==> config.mk <==
export PLATFORM = sky130hd
export DESIGN_NAME = apb_master
export DESIGN_NICKNAME = d
export VERILOG_FILES = /design/src/rtl/apb_master.sv
export SDC_FILE = /design/constraint.sdc
export NUM_CORES = 1
export LEC_CHECK = 0
export BUFFER_PORTS_ARGS = -buffer_cell sky130_fd_sc_hd__buf_4
export CORE_ASPECT_RATIO = 2
export CORE_MARGIN = 5
export CORE_UTILIZATION = 35
export DETAILED_ROUTE_END_ITERATION = 7
export SLEW_MARGIN = 20
export SYNTH_ARGS = -nofsm -noshare
export SYNTH_HDL_FRONTEND = slang
export SYNTH_SLANG_ARGS = --single-unit
==> constraint.sdc <==
create_clock -name pclk -period 1.37 [get_ports pclk]
set_input_delay 0.0685 -clock pclk [delete_from_list [all_inputs] [get_ports pclk]]
set_output_delay 0.0685 -clock pclk [all_outputs]
set_load 0.02 [all_outputs]
==> src/rtl/apb_master.sv <==
// apb_master: turns a valid/ready request into one APB transfer and returns a held response.
// A transfer that waits too long in ACCESS is aborted with a timeout error.
module apb_master #(
  parameter int DATA_WIDTH     = 32,
  parameter int ADDR_WIDTH     = 10,
  parameter int BYTES_PER_WORD = DATA_WIDTH / 8,
  parameter int TIMEOUT_CYCLES = 16
) (
  input  logic                      pclk,
  input  logic                      preset_n,
  input  logic                      req_valid,
  output logic                      req_ready,
  input  logic [ADDR_WIDTH-1:0]     req_addr,
  input  logic                      req_write,
  input  logic [DATA_WIDTH-1:0]     req_wdata,
  input  logic [BYTES_PER_WORD-1:0] req_strb,
  input  logic [2:0]                req_prot,
  output logic                      rsp_valid,
  input  logic                      rsp_ready,
  output logic [DATA_WIDTH-1:0]     rsp_rdata,
  output logic                      rsp_error,
  output logic                      rsp_timeout,
  output logic [ADDR_WIDTH-1:0]     paddr,
  output logic [2:0]                pprot,
  output logic                      psel,
  output logic                      penable,
  output logic                      pwrite,
  output logic [DATA_WIDTH-1:0]     pwdata,
  output logic [BYTES_PER_WORD-1:0] pstrb,
  input  logic                      pready,
  input  logic [DATA_WIDTH-1:0]     prdata,
  input  logic                      pslverr
);
  localparam logic [1:0] IDLE   = 2'd0;
  localparam logic [1:0] SETUP  = 2'd1;
  localparam logic [1:0] ACCESS = 2'd2;
  localparam logic [1:0] RESP   = 2'd3;
  localparam int CW = (TIMEOUT_CYCLES > 1) ? $clog2(TIMEOUT_CYCLES) : 1;
  localparam logic [CW-1:0] CNT_LAST = CW'(TIMEOUT_CYCLES - 1);
  logic [1:0]                state_q, state_d;
  logic [CW-1:0]             cnt_q, cnt_d;
  logic [ADDR_WIDTH-1:0]     paddr_q, paddr_d;
  logic [2:0]                pprot_q, pprot_d;
  logic                      psel_q, psel_d;
  logic                      penable_q, penable_d;
  logic                      pwrite_q, pwrite_d;
  logic [DATA_WIDTH-1:0]     pwdata_q, pwdata_d;
  logic [BYTES_PER_WORD-1:0] pstrb_q, pstrb_d;
  logic                      rsp_valid_q, rsp_valid_d;
  logic [DATA_WIDTH-1:0]     rsp_rdata_q, rsp_rdata_d;
  logic                      rsp_error_q, rsp_error_d;
  logic                      rsp_timeout_q, rsp_timeout_d;
  logic                      timeout_hit;
  assign req_ready   = (state_q == IDLE);
  assign timeout_hit = (TIMEOUT_CYCLES != 0) && (cnt_q == CNT_LAST) && !pready;
  always_comb begin
    state_d       = state_q;
    cnt_d         = cnt_q;
    paddr_d       = paddr_q;
    pprot_d       = pprot_q;
    psel_d        = psel_q;
    penable_d     = penable_q;
    pwrite_d      = pwrite_q;
    pwdata_d      = pwdata_q;
    pstrb_d       = pstrb_q;
    rsp_valid_d   = rsp_valid_q;
    rsp_rdata_d   = rsp_rdata_q;
    rsp_error_d   = rsp_error_q;
    rsp_timeout_d = rsp_timeout_q;
    case (state_q)
      IDLE: if (req_valid) begin
        state_d  = SETUP;
        paddr_d  = req_addr;
        pprot_d  = req_prot;
        pwrite_d = req_write;
        pwdata_d = req_wdata;
        pstrb_d  = req_write ? req_strb : '0;
        psel_d   = 1'b1;
      end
      SETUP: begin
        state_d   = ACCESS;
        penable_d = 1'b1;
        cnt_d     = '0;
      end
      ACCESS: if (pready || timeout_hit) begin
        state_d       = RESP;
        psel_d        = 1'b0;
        penable_d     = 1'b0;
        rsp_valid_d   = 1'b1;
        rsp_rdata_d   = (pready && !pwrite_q) ? prdata : '0;
        rsp_error_d   = pready ? pslverr : 1'b1;
        rsp_timeout_d = !pready;
      end else begin
        cnt_d = cnt_q + 1'b1;
      end
      default: if (rsp_ready) begin
        state_d     = IDLE;
        rsp_valid_d = 1'b0;
      end
    endcase
  end
  always_ff @(posedge pclk or negedge preset_n) begin
    if (!preset_n) begin
      state_q       <= IDLE;
      cnt_q         <= '0;
      paddr_q       <= '0;
      pprot_q       <= '0;
      psel_q        <= 1'b0;
      penable_q     <= 1'b0;
      pwrite_q      <= 1'b0;
      pwdata_q      <= '0;
      pstrb_q       <= '0;
      rsp_valid_q   <= 1'b0;
      rsp_rdata_q   <= '0;
      rsp_error_q   <= 1'b0;
      rsp_timeout_q <= 1'b0;
    end else begin
      state_q       <= state_d;
      cnt_q         <= cnt_d;
      paddr_q       <= paddr_d;
      pprot_q       <= pprot_d;
      psel_q        <= psel_d;
      penable_q     <= penable_d;
      pwrite_q      <= pwrite_d;
      pwdata_q      <= pwdata_d;
      pstrb_q       <= pstrb_d;
      rsp_valid_q   <= rsp_valid_d;
      rsp_rdata_q   <= rsp_rdata_d;
      rsp_error_q   <= rsp_error_d;
      rsp_timeout_q <= rsp_timeout_d;
    end
  end
  assign paddr       = paddr_q;
  assign pprot       = pprot_q;
  assign psel        = psel_q;
  assign penable     = penable_q;
  assign pwrite      = pwrite_q;
  assign pwdata      = pwdata_q;
  assign pstrb       = pstrb_q;
  assign rsp_valid   = rsp_valid_q;
  assign rsp_rdata   = rsp_rdata_q;
  assign rsp_error   = rsp_error_q;
  assign rsp_timeout = rsp_timeout_q;
endmodule

==> results.cfg <==
[critical_path]
crit_path_end_kind = flop
cp.required_ns = 1.59
crit_path_top_delay_cell = dfrtp_1
cp-start-kind = flop
crit_arrival_ns = 1.65
crit_chain = inv_2, ha_4, buf_12, nand2_4, mux2_2
startpoint = state_q[0]
crit-reg2reg-launch = state_q[0]
critical_path.max_stage_delay_ns = 0.37
critPathMaxFanout = 12
cp_num_buf_inv = 2
critPathTopFamily = flip-flops
path_class = flop to flop

[place]
pre_cts_ws_ns = -0.0924
portBuffers = 175
placed_cell_area_mm2 = 0.00566
dpl.hpwl_um = 8050
place.gp.congestion = 0.795
dp.cells = 641

[die]
die_w_um = 86.7
core-area_mm2 = 0.0116
start_util = 0.354
die_h_um = 163
io_pins = 176
dieArea_mm2 = 0.0142
fp-row-count = 56

[pwr]
max-vdd-ir-drop_mv = 1.41
p_leak_nw = 3.37
power_w = 0.0160
powerDensity_mw_per_mm2 = 2210

[final_layout]
finalInstanceArea_mm2 = 0.00723
instances_no_fill = 758
n_antenna_cell = 0
n_fill_cell = 932
drive_above_1_share = 0.569
area_delta_synth_final_pct = 75.6
final_core_util = 0.621
fin_nets = 700

[clock_tree]
h-tree-depth = 3
cts_buffers = 9
clk_pin_slew_worst_paths_ns = 0.07
clockBufferDepth = 2
worstSkewPairLatency_ns = 0.34
cts_tree = built
clock-sinks = 93
cts.root.buffer_cell = clkbuf_16

[timing]
finalHoldViolations = 0
setup_viol = 66
fin_crit_ns = 1.42
rsz0062_at_grt = yes
worst_pin_slew_ns = 0.521
report.final.slew_viol_count = 0
fmax_mhz = 703
skew_ns = 0.0100
fin_crit_sh = 1.04
max_slew_margin = 0.653
fin_ws_ns = -0.0529

[flow_run]
cap_violations = 0

[synth]
ys_seq_elements = 93
syn_avg_cell_area_um2 = 12.8
synth_fa_ha_area_frac = 0.0122
synth.area.top_cells = dfrtp_1 (57%), mux2_2 (13%), nand3_2 (6.8%), o21ai_2 (6.0%), inv_1 (3.4%)
netlist.top_cell.by_area = dfrtp_1
muxShareOfSynthArea = 0.126
synth-simple-area-share = 0.115
synth_nets = 414
netlist.area_leader.share = 0.566
synth-xor-area-share = 0.00213
ys_seq_area_frac = 0.566
synthesis.area_mm2 = 0.00412
synth_top_family_by_area = multiplexers
synthCells = 322
synth-compound-area-share = 0.104
synth_warnings = 0
synth.distinct_cells = 32

[global_routing]
globalRouteOverflowTotal = 0
grt_max_degree = 94
antenna_found_initial = 0
track_usage = 0.176
grt_pass1_vias = 3779
grt_pass1_wl_um = 19100

[hold_path]
hp-class = primary input to flop
min-delay-start = pready

[detailed_routing]
postRouteWirelength_um = 12600
drc_errors = 0
drt_iter0_markers = 91
vias_per_cell = 4.64
wl_per_cell_um = 16.7
ant_nets = 0
first_pass_iters = 4
vias = 3518

[run_status]
status = complete, but fails checks
failed_checks = negative setup slack
[registers in the layout, summed over array words and instances, names as in the netlist]
signal / cells
pprot: 3
psel: 1
pstrb: 4
pwdata: 32
penable: 1
paddr: 10
rsp_rdata: 32
state_q: 2
rsp_error: 1
cnt_q: 4
rsp_valid: 1
rsp_timeout: 1
pwrite: 1
[report_power, final]
part	switching (W)	internal, W	total [W]
Clock	0.00112	0.00131	0.00243
Sequential	0.000788	0.00411	0.00489
Combinational	0.00437	0.00431	0.00868
Total	0.00629	0.00972	0.0160
[kinds of logic (layout without fill, tap and decap cells)]
kind of cell             Yosys count  count (layout)
multiplexers                      46              46
buffers and inverters             54             342
flip-flops                        93              93
adder cells (fa/ha/maj)            4               4
AO/OA/AOI/OAI                     56              56
AND/OR/NAND/NOR                   68              71
XOR/XNOR                           1               1
[stage by stage]
| step | TNS, ns | hold slack [ns] |
|---|---|---|
| 6_report | -2.13 | 0.0324 |
| 5_1_grt | -5.59 | 0.0424 |
| 3_3_place_gp | -1.93 | 0.164 |
| 4_1_cts | -0.468 | 0.0147 |
| 2_1_floorplan | -1.10 | -0.227 |
| 3_5_place_dp | -3.59 | 0.167 |
[synth_stat cells]
cell / instances
a21oi_1: 4
a22o_1: 1
a2bb2oi_1: 1
a31oi_1: 1
a31oi_4: 1
a41oi_1: 1
buf_12: 4
buf_2: 7
buf_4: 2
buf_6: 3
clkbuf_4: 1
dfrtp_1: 93
ha_1: 4
inv_1: 37
mux2_2: 46
nand2_1: 17
nand2_2: 1
nand2b_1: 1
nand3_1: 9
nand3_2: 28
nand4b_1: 1
nor2_1: 5
nor2_4: 1
nor2b_1: 5
o21ai_0: 12
o21ai_1: 2
o21ai_2: 28
o221ai_1: 1
o22a_1: 1
o22ai_1: 2
o311a_1: 1
xnor2_1: 1
[cell usage in the layout (no fill, tap or decap), types with 2 or more instances in the layout]
master         instances
buf_4                186
dfrtp_1               93
dlygate4sd3_1         84
mux2_2                38
inv_1                 34
nand3_2               30
o21ai_2               29
nand2_1               17
clkbuf_16             11
mux2_4                 8
o21ai_0                8
buf_12                 8
nand3_1                6
buf_6                  6
o21ai_1                5
nand2_8                3
nor2b_4                3
nor2_1                 3
ha_4                   3
buf_16                 3
inv_2                  2
nor2b_1                2
o22ai_1                2
a21oi_2                2
a21oi_1                2
nor2_2                 2
inv_6                  2
clkinvlp_4             2
[layer usage]
metal  part of all wire  global-route usage
met3              0.046              0.0308
met5                  0                   0
met4              0.032              0.0851
met1               0.37               0.198
met2               0.56               0.312
[area by class of cell]
class                      instances  area (µm²)  area share
tap                              145         181      0.0251
timing repair buffer             289        2600       0.359
sequential                        93        2330       0.322
clock buffer                      10         239      0.0331
inverter                          37         141      0.0196
multi-input combinational        178        1690       0.234
clock inverter                     6        52.6     0.00727
[worst paths after layout]
kind | cells past startpoint | slack, ns | end
min in group asynchronous | 3 | 0.32 | rsp_rdata[26]
worst max-delay path | 5 | -0.05 | pwdata[10]
worst min-delay path | 2 | 0.03 | rsp_error
worst min register to register | 2 | 0.48 | pstrb[2]
max in group asynchronous | 3 | 0.62 | rsp_rdata[8]
worst max register to register | 5 | -0.05 | pwdata[10]
[timing repair]
action | 4_1_cts | 5_1_grt
hold buffers | 84 | 0
setup buffers | 5 | 4
cloned | 4 | 4
hold endpoints to repair | 176 | 0
pin swaps | 26 | 8
endpoints found under the setup margin | 83 | 58
resized for setup | 15 | 27
Note: power is estimated with default switching activity, not from simulation.
